`config.mk`:
```
export PLATFORM = sky130hd
export DESIGN_NAME = amp_cfg_scheduler
export DESIGN_NICKNAME = d
export VERILOG_FILES = /design/src/rtl/amp_cfg_pkg.sv /design/src/rtl/amp_cfg_scheduler_boot_rom.sv /design/src/rtl/amp_cfg_scheduler.sv
export SDC_FILE = /design/constraint.sdc
export NUM_CORES = 1
export LEC_CHECK = 0
export BUFFER_PORTS_ARGS = -buffer_cell sky130_fd_sc_hd__buf_2
export CORE_MARGIN = 3
export CORE_UTILIZATION = 51
export DETAILED_ROUTE_END_ITERATION = 12
export MAX_ROUTING_LAYER = met4
export PLACE_DENSITY = 0.85
export SYNTH_ARGS = -nofsm -noshare
export SYNTH_HDL_FRONTEND = slang
export SYNTH_SLANG_ARGS = --single-unit
```
`constraint.sdc`:
```
create_clock -name clk -period 2.2 [get_ports clk]
set_input_delay 0 -clock clk [delete_from_list [all_inputs] [get_ports clk]]
set_output_delay 0 -clock clk [all_outputs]
set_load 0.05 [all_outputs]
```
`src/rtl/amp_cfg_pkg.sv`:
```
// -----------------------------------------------------------------------------
// amp_cfg_pkg
// Shared types and constants for the amplifier configuration scheduler:
//   - state_t      : scheduler FSM state encoding
//   - src_t        : which requester owns the current write command
//   - boot_entry_t : one boot table entry (register address + data byte)
//   - DEF_VOL_REG / DEF_MUTE_REG : default amp register addresses
// -----------------------------------------------------------------------------
package amp_cfg_pkg;

    typedef enum logic [2:0] {
        ST_IDLE,
        ST_PWR_WAIT,
        ST_ISSUE,
        ST_WAIT,
        ST_READY,
        ST_FAULT
    } state_t;

    typedef enum logic [1:0] {
        SRC_BOOT,
        SRC_MUTE,
        SRC_VOL
    } src_t;

    typedef struct packed {
        logic [7:0] reg_addr;
        logic [7:0] data;
    } boot_entry_t;

    localparam logic [7:0] DEF_VOL_REG  = 8'h40;
    localparam logic [7:0] DEF_MUTE_REG = 8'h0C;

endpackage

```
`src/rtl/amp_cfg_scheduler_boot_rom.sv`:
```
// -----------------------------------------------------------------------------
// amp_boot_rom
// Combinational 8-entry boot configuration table for the amplifier.
// Ports:
//   boot_idx  in  3  table index
//   rom_reg   out 8  register address of the selected entry
//   rom_data  out 8  data byte of the selected entry
// Unused entries read as 0/0.
// -----------------------------------------------------------------------------
module amp_boot_rom
    import amp_cfg_pkg::*;
(
    input  logic [2:0] boot_idx,
    output logic [7:0] rom_reg,
    output logic [7:0] rom_data
);

    boot_entry_t entry;

    // NOTE: every signal written in always_comb gets a default first so no
    // path can leave it unassigned and infer a latch.
    always_comb begin
        entry = '{reg_addr: 8'h00, data: 8'h00};
        case (boot_idx)
            3'd0: entry = '{reg_addr: 8'h40, data: 8'h18};
            3'd1: entry = '{reg_addr: 8'd53, data: 8'h08};
            3'd2: entry = '{reg_addr: 8'h0C, data: 8'h00};
            3'd3: entry = '{reg_addr: 8'h01, data: 8'h00};
            default: ;
        endcase
    end

    assign rom_reg  = entry.reg_addr;
    assign rom_data = entry.data;

endmodule

```
`src/rtl/amp_cfg_scheduler.sv`:
```
// -----------------------------------------------------------------------------
// amp_cfg_scheduler
// Powers up the amplifier, replays the boot table through a shared byte-write
// I2C engine, then serves mute and volume writes (mute has priority). NACKed
// writes are retried up to MAX_RETRY times; exhaustion latches a fault that
// only reset clears.
// Ports:
//   clk, resetb        clock, synchronous active-low reset
//   start              rising edge in IDLE begins power-up
//   mute               level; every change schedules a MUTE_REG write
//   vol_req, vol_val   one-cycle request carrying a new volume code
//   wr_valid/wr_ready  command handshake towards the write engine
//   wr_reg, wr_data    command payload, stable while wr_valid=1
//   wr_done, wr_nack   transfer completion and its NACK status
//   amp_en             amplifier power enable
//   cfg_ready          boot table complete, runtime writes are served
//   fault              sticky retry-exhausted flag
// All outputs are registered.
// -----------------------------------------------------------------------------
module amp_cfg_scheduler
    import amp_cfg_pkg::*;
#(
    parameter logic [15:0] PWR_DLY   = 16'd1000,
    parameter int          BOOT_LEN  = 4,
    parameter int          MAX_RETRY = 2,
    parameter logic [7:0]  VOL_REG   = DEF_VOL_REG,
    parameter logic [7:0]  MUTE_REG  = DEF_MUTE_REG
)(
    input  logic       clk,
    input  logic       resetb,
    input  logic       start,
    input  logic       mute,
    input  logic       vol_req,
    input  logic [7:0] vol_val,
    output logic       wr_valid,
    input  logic       wr_ready,
    output logic [7:0] wr_reg,
    output logic [7:0] wr_data,
    input  logic       wr_done,
    input  logic       wr_nack,
    output logic       amp_en,
    output logic       cfg_ready,
    output logic       fault
);

    state_t      state, state_nx;
    src_t        src, src_nx;
    logic [15:0] cnt, cnt_nx;
    logic [2:0]  boot_idx, boot_idx_nx;
    logic [1:0]  retry, retry_nx;
    logic        load_cmd;
    logic [7:0]  cmd_reg, cmd_data;
    logic [7:0]  rom_reg, rom_data;

    logic        start_q, mute_q;
    logic        mute_pend, vol_pend;
    logic [7:0]  vol_pend_val;
    logic        accept;

    assign accept = (state == ST_ISSUE) && wr_ready;

    // The ROM is addressed by the next index so the entry is ready on the
    // same edge that enters ISSUE.
    amp_boot_rom u_boot_rom (
        .boot_idx (boot_idx_nx),
        .rom_reg  (rom_reg),
        .rom_data (rom_data)
    );

    // -------------------------------------------------------------------------
    // FSM state register
    // -------------------------------------------------------------------------
    // NOTE: sequential state uses non-blocking assignments so every register
    // samples pre-edge values regardless of statement order.
    always_ff @(posedge clk) begin
        if (!resetb) begin
            state <= ST_IDLE;
        end else begin
            state <= state_nx;
        end
    end

    // -------------------------------------------------------------------------
    // Next-state logic. load_cmd marks the edges that enter ISSUE with a new
    // command; a retry re-enters ISSUE without reloading, so the payload is
    // the identical command.
    // -------------------------------------------------------------------------
    always_comb begin
        state_nx    = state;
        src_nx      = src;
        cnt_nx      = cnt;
        boot_idx_nx = boot_idx;
        retry_nx    = retry;
        load_cmd    = 1'b0;

        case (state)
            ST_IDLE: begin
                if (start && !start_q) begin
                    state_nx = ST_PWR_WAIT;
                    cnt_nx   = PWR_DLY - 16'd1;
                end
            end

            ST_PWR_WAIT: begin
                if (cnt == 16'd0) begin
                    state_nx    = ST_ISSUE;
                    src_nx      = SRC_BOOT;
                    boot_idx_nx = 3'd0;
                    load_cmd    = 1'b1;
                end else begin
                    cnt_nx = cnt - 16'd1;
                end
            end

            ST_ISSUE: begin
                if (accept) begin
                    state_nx = ST_WAIT;
                end
            end

            ST_WAIT: begin
                if (wr_done) begin
                    if (!wr_nack) begin
                        retry_nx = 2'd0;
                        if (src == SRC_BOOT && boot_idx != 3'(BOOT_LEN - 1)) begin
                            boot_idx_nx = boot_idx + 3'd1;
                            state_nx    = ST_ISSUE;
                            load_cmd    = 1'b1;
                        end else begin
                            state_nx = ST_READY;
                        end
                    end else if (retry < 2'(MAX_RETRY)) begin
                        retry_nx = retry + 2'd1;
                        state_nx = ST_ISSUE;
                    end else begin
                        state_nx = ST_FAULT;
                    end
                end
            end

            ST_READY: begin
                if (mute_pend) begin
                    src_nx   = SRC_MUTE;
                    state_nx = ST_ISSUE;
                    load_cmd = 1'b1;
                end else if (vol_pend) begin
                    src_nx   = SRC_VOL;
                    state_nx = ST_ISSUE;
                    load_cmd = 1'b1;
                end
            end

            ST_FAULT: ;

            default: state_nx = ST_IDLE;
        endcase
    end

    // Payload for a newly loaded command.
    always_comb begin
        cmd_reg  = rom_reg;
        cmd_data = rom_data;
        case (src_nx)
            SRC_MUTE: begin
                cmd_reg  = MUTE_REG;
                cmd_data = {7'b0, mute_q};
            end
            SRC_VOL: begin
                cmd_reg  = VOL_REG;
                cmd_data = vol_pend_val;
            end
            default: ;
        endcase
    end

    // -------------------------------------------------------------------------
    // Datapath, request capture and registered outputs
    // -------------------------------------------------------------------------
    always_ff @(posedge clk) begin
        if (!resetb) begin
            src          <= SRC_BOOT;
            cnt          <= 16'd0;
            boot_idx     <= 3'd0;
            retry        <= 2'd0;
            start_q      <= 1'b0;
            mute_q       <= 1'b0;
            mute_pend    <= 1'b0;
            vol_pend     <= 1'b0;
            vol_pend_val <= 8'h00;
            wr_valid     <= 1'b0;
            wr_reg       <= 8'h00;
            wr_data      <= 8'h00;
            amp_en       <= 1'b0;
            cfg_ready    <= 1'b0;
            fault        <= 1'b0;
        end else begin
            src      <= src_nx;
            cnt      <= cnt_nx;
            boot_idx <= boot_idx_nx;
            retry    <= retry_nx;
            start_q  <= start;
            mute_q   <= mute;

            // A mute change during a mute transfer re-arms the flag; the set
            // wins over the clear on the accept edge.
            if (state != ST_FAULT && mute != mute_q) begin
                mute_pend <= 1'b1;
            end else if (accept && src == SRC_MUTE) begin
                mute_pend <= 1'b0;
            end

            // Volume requests coalesce: only the latest value is kept, and it
            // is consumed when copied into the command payload.
            if (state != ST_FAULT && vol_req) begin
                vol_pend     <= 1'b1;
                vol_pend_val <= vol_val;
            end else if (load_cmd && src_nx == SRC_VOL) begin
                vol_pend <= 1'b0;
            end

            if (load_cmd) begin
                wr_reg  <= cmd_reg;
                wr_data <= cmd_data;
            end

            // Outputs follow the next state so they are registered yet line
            // up with the state they describe.
            wr_valid  <= (state_nx == ST_ISSUE);
            amp_en    <= !(state_nx inside {ST_IDLE, ST_FAULT});
            fault     <= (state_nx == ST_FAULT);
            cfg_ready <= (state_nx != ST_FAULT) && (cfg_ready || state_nx == ST_READY);
        end
    end

endmodule

```
## Word-level counts from Yosys, hierarchy flattened

Cells that the tools add are included.

- Add/subtract/negate cells: 3
- Magnitude comparators: 1
- Equality and inequality tests: 21
- Mux-type cells: 38
- Reduce and logical (&&, ||, !) cells: 22

Operator list:

| operator | number |
|---|---|
| 15-bit case mux with 4 select lines | 1 |
| 3-bit two-way mux | 13 |
| 16-bit two-way mux | 2 |
| 16-bit case mux with 2 select lines | 1 |
| 8-bit case mux with 2 select lines | 2 |
| 3-bit case mux with 6 select lines | 1 |
| 16-bit zero test | 1 |
| 16-bit by 1-bit subtractor with 16-bit output, second input constant | 1 |
| 3-bit by 2-bit equality test with 1-bit output, second input constant | 5 |
| 3-bit equality test, second input constant | 4 |
| 1-bit two-way mux | 10 |
| 2-bit two-way mux | 5 |
| 3-bit zero test | 3 |
| 1-bit logical AND | 8 |
| 2-bit nonzero test | 4 |
| 3-bit by 1-bit equality test with 1-bit output, second input constant | 2 |
| 3-bit inequality test, second input constant | 2 |
| 3-bit case mux with 2 select lines | 1 |
| 3-bit AND reduction | 2 |
| 2-bit by 1-bit equality test with 1-bit output, second input constant | 2 |
| 2-bit inequality test, second input constant | 2 |
| 2-bit case mux with 2 select lines | 1 |
| 3-bit by 1-bit adder with 3-bit output, second input constant | 1 |
| 3-bit by 2-bit inequality test with 1-bit output, second input constant | 1 |
| 9 further kinds | 10 |

- Bits in registers: 58
- Input port bits: 16
- Output and inout port bits: 20

## Depth between registers and ports, before layout

- Word-level depth: 9
- Depth in mapped cells: 13

## Hierarchy

Synthesis repeated with hierarchy kept, for this count alone.

- Cell total of the unflattened synthesis: 340
- Area total of the unflattened synthesis: 2,979.1 um^2

By module, submodules not included:

| module | times used | cells each | area an instance (um^2) |
|---|---|---|---|
| amp_cfg_scheduler | 1 | 322 | 2,859.0 |
| amp_boot_rom | 1 | 18 | 120.1 |

## Worst setup path before layout

No wires, ideal clock.

- Path kind: register to register
- Start point: register cnt[0]
- End point: register wr_data[4]
- Library setup time: 0.070 ns
- Arrival: 2.297 ns
- Setup slack: -0.167 ns
- Cell stages (with the launch flop): 13
- Clock period less this slack: 2.367 ns
- Path through: dfxtp_1 -> inv_1 -> ha_1 -> nor4b_2 -> nand4_4 -> nand2_1 -> nand2_1 -> a21oi_1 -> inv_1 -> ha_1 -> o311ai_1 -> or2_1 -> a21oi_1

RTL lines:

| item | line | source |
|---|---|---|
| start, declared | amp_cfg_scheduler.sv:48 | `logic [15:0] cnt, cnt_nx;` |
| start signal, assigned | amp_cfg_scheduler.sv:198 | `cnt <= cnt_nx;` |
| 16-bit zero test (*) | amp_cfg_scheduler.sv:105 | `if (cnt == 16'd0) begin` |
| 2-bit two-way mux (*) | amp_cfg_scheduler.sv:105 |  |
| 2-bit case mux with 2 select lines (*) | amp_cfg_scheduler.sv:96 | `case (state)` |
| via src_nx[1] | amp_cfg_scheduler.sv:47 | `src_t src, src_nx;` |
| 2-bit equality test / 2-bit by 1-bit equality test with 1-bit output (equally long branches) | amp_cfg_scheduler.sv:163 | `case (src_nx)` |
| 8-bit case mux with 2 select lines (*) | amp_cfg_scheduler.sv:163 |  |
| end signal, assigned | amp_cfg_scheduler.sv:223 | `wr_data <= cmd_data;` |
| end, declared | amp_cfg_scheduler.sv:38 | `output logic [7:0] wr_data,` |

Mark *: on every way through the listed nets, which the timed path passes. The rest lies on a longest branch.
A chain may end at the register's enable or synchronous reset.

## Final worst setup path

- Start point: register cnt[1]
- End point: register wr_data[4]

The elaborated chain is that of the path after synthesis.

==> tab_implementation.tex <==
\begin{tabular}{lr}
\hline
Metric & Value \\
\hline
\multicolumn{2}{l}{\textbf{GRT}} \\
Total track usage & 0.207 \\
Via count of the first global-routing pass & 2220 \\
Largest net degree at the start of global routing & 48 \\
First-pass GRT wire length & 10.1 mm \\
Total overflow reported by the global router & 0 \\
Number of antenna violations at the first check in global routing & 0 \\
\multicolumn{2}{l}{\textbf{Detailed routing}} \\
Number of DRC violations after detailed routing & 0 \\
Detailed-route via count & 2326 \\
Count of nets left with antenna violations after detail routing & 0 \\
Count of routing violations after the opening detailed-route iteration & 123 \\
Detailed-route vias per instance & 5.43 \\
Routed wire per std cell & 14.0 µm \\
Pre-antenna DRT Iters & 4 \\
Total wire length & 6.00 mm \\
\multicolumn{2}{l}{\textbf{Timing}} \\
Final setup viols & 0 \\
Crit path time final & 2.17 ns \\
Unrepaired setup endpoints after global routing & yes \\
Slew margin rel. & 0.551 \\
Share of the clock period used by the worst path & 0.988 \\
Worst clock skew & 0.0109 ns \\
Slew @ Worst Pin & 0.674 ns \\
Number of pins exceeding their max-slew limit in the final report & 0 \\
Highest clock rate & 0.460 GHz \\
Final number of hold-violating endpoints & 0 \\
\multicolumn{2}{l}{\textbf{Power}} \\
Power density over the cells & 945 nW/µm² \\
LEAKAGE & 1.36 nW \\
Peak ir drop on the vdd network & 0.571 mV \\
\multicolumn{2}{l}{\textbf{Floorplanning}} \\
X dimension of the die & 78.6 µm \\
Area enclosed by the die boundary & 6180 µm² \\
Placement Rows & 25 \\
Number of I/O pins & 36 \\
Starting density of the core & 0.548 \\
Height of the die & 78.6 µm \\
Core Area & 4910 µm² \\
\multicolumn{2}{l}{\textbf{Logic synthesis}} \\
Synth async-reset ratio & 0 \\
Number of synthesized register bits & 55 \\
Number of distinct standard cells referenced by the synthesized netlist & 57 \\
Yosys warnings & 0 \\
Post-Syn Instances & 310 \\
Main flop type after synthesis & dfxtp\_1 \\
Number of flops mapped to enable cells by yosys & 0 \\
Top cells by area, synth & dfxtp\_1 (41\%), nand2\_1 (5.3\%), a21boi\_0 (4.2\%), nand3\_1 (3.5\%), xor2\_1 (3.3\%) \\
Avg Cell Area, Syn & 8.68 µm² \\
Synth area leader & dfxtp\_1 \\
Sequential element share of the synthesized area & 0.409 \\
Area fraction of the dominant cell type after synthesis & 0.409 \\
Cell area after synthesis & 2690 µm² \\
\multicolumn{2}{l}{\textbf{Final layout}} \\
Leading cell types in the layout, fill and taps excluded & dfxtp\_1 (52), nand2\_1 (36), buf\_2 (33) \\
Fraction of layout cells with a size suffix above 1 & 0.241 \\
Largest registers & cnt x16, vol\_pend\_val x8, wr\_data x8 \\
Register with the most flip-flops & cnt \\
Antenna diode instance count & 0 \\
Area added between synthesis and finish & 22.5\% \\
Summed area of non-filler cells in the final layout & 3300 µm² \\
Final-layout fill cell count & 397 \\
Nets@finish & 381 \\
Most common library cell in the layout ignoring fill and taps & dfxtp\_1 \\
Number of flip-flops in the largest register & 16 \\
Core utilization of the finished layout & 0.671 \\
\multicolumn{2}{l}{\textbf{CTS}} \\
Master cell of the clock root buffer & clkbuf\_8 \\
Total CTS buffers & 5 \\
TritonCTS sink count & 55 \\
Clk pin slew, worst setup/hold paths & 0.10 ns \\
Later-pin clock latency in the skew report & 0.31 ns \\
CTS max path bufs & 2 \\
Clock tree from TritonCTS & built \\
H-tree lvl count & 2 \\
\multicolumn{2}{l}{\textbf{Setup path}} \\
Largest fanout on the critical path & 5 \\
WP data required & 2.45 ns \\
Endpoint type of the worst setup path & register \\
Setup Crit Path Kind & reg2reg \\
Arrival time at the worst endpoint & 2.42 ns \\
Worst Setup Start Kind & register \\
\multicolumn{2}{l}{\textbf{Placement}} \\
Final Wtd Congestion & 0.800 \\
Post-detail-place hpwl & 3.91 mm \\
Area post-placement & 2990 µm² \\
Number of input and output port buffers inserted & 33 \\
\multicolumn{2}{l}{\textbf{Min path}} \\
Class of the tightest hold or removal check & in2reg \\
\multicolumn{2}{l}{\textbf{Run status}} \\
Run status & completed \\
\multicolumn{2}{l}{\textbf{Job}} \\
Max-cap violations & 0 \\
\hline
\end{tabular}
==> cells by family after synthesis <==
family          Yosys count  synth area share
simple gates            138             0.291
compound gates           67             0.176
flops                    55             0.409
buf+inv                  27            0.0433
xor+xnor                 16            0.0521
fa+ha+maj                 5            0.0233
other cells               1           0.00139
mux                       1           0.00372
==> cell usage after synthesis (5+ instances only) <==
| cell | number |
|---|---|
| dfxtp_1 | 55 |
| nand2_1 | 38 |
| nor2_1 | 22 |
| nand3_1 | 19 |
| a21boi_0 | 15 |
| and2_1 | 12 |
| inv_1 | 12 |
| a21oi_1 | 11 |
| o21ai_0 | 11 |
| a21boi_1 | 10 |
| clkbuf_1 | 10 |
| xor2_1 | 10 |
| nor3_1 | 7 |
| nand2b_1 | 6 |
| nor2b_1 | 6 |
| xnor2_1 | 6 |
| ha_1 | 5 |
==> worst max-delay path, stage by stage (launching register included) <==
cell and delay (ns):
dfxtp_2 0.34, inv_2 0.06, ha_4 0.14, nor4b_4 0.24, nand4_4 0.14, nand2_4 0.11
nand2_4 0.06, a21oi_4 0.15, inv_2 0.06, ha_4 0.31, o311ai_4 0.10, or2_1 0.27
a21oi_2 0.14
==> layer usage <==
metal,vias up,track usage,routed length (µm)
met2,64,0.340,2900
li1,1174,-,-
met1,1079,0.261,2770
met3,9,0.0424,250
met4,0,0.0542,75
met5,-,-,0
==> area by class of cell <==
cell class	instances	area [µm²]	area share
Clock buffer	5	68.8	0.0209
Clock inverter	3	47.5	0.0144
Inverter	12	45.0	0.0137
Multi-Input combinational cell	229	1580	0.478
Sequential cell	55	1100	0.335
Tap cell	67	83.8	0.0254
Timing Repair Buffer	57	370	0.112
==> worst paths after layout <==
check	startpoint	endpoint	slack (ns)	cells past startpoint
max reg2reg	cnt[1]$_SDFFE_PN0P_	wr_data[4]$_SDFFE_PN0P_	0.03	12
min	wr_nack	retry[1]$_SDFFE_PN0P_	0.03	3
max	cnt[1]$_SDFFE_PN0P_	wr_data[4]$_SDFFE_PN0P_	0.03	12
min reg2reg	wr_data[2]$_SDFFE_PN0P_	wr_data[2]$_SDFFE_PN0P_	0.46	2
==> power breakdown <==
| part | internal, mW | switching, mW |
|---|---|---|
| Sequential | 1.13 | 0.133 |
| Clock | 0.345 | 0.331 |
| Combinational | 0.488 | 0.685 |
| Total | 1.96 | 1.15 |
==> timing repair <==
action | 4_1_cts | 5_1_grt
endpoints found under the hold margin | 10 | 0
setup buffers | 1 | 1
endpoints found under the setup margin | 3 | 14
hold buffers | 10 | 0
pin swaps | 1 | 7
resized for setup | 1 | 19
==> metrics by stage <==
stage,TNS [ns],worst slack [ns],power (mW),hold slack (ns),cells
floorplan,0,0.0304,2.09,0.122,311
global placement,0,0.0811,2.33,0.226,408
detailed placement,-0.0490,-0.0366,2.36,0.233,408
CTS,0,0.000515,3.06,0.0193,427
global route,-0.411,-0.135,3.30,0.0351,428
finish,0,0.0266,3.11,0.0256,428
(Power assumes the default switching activity.)
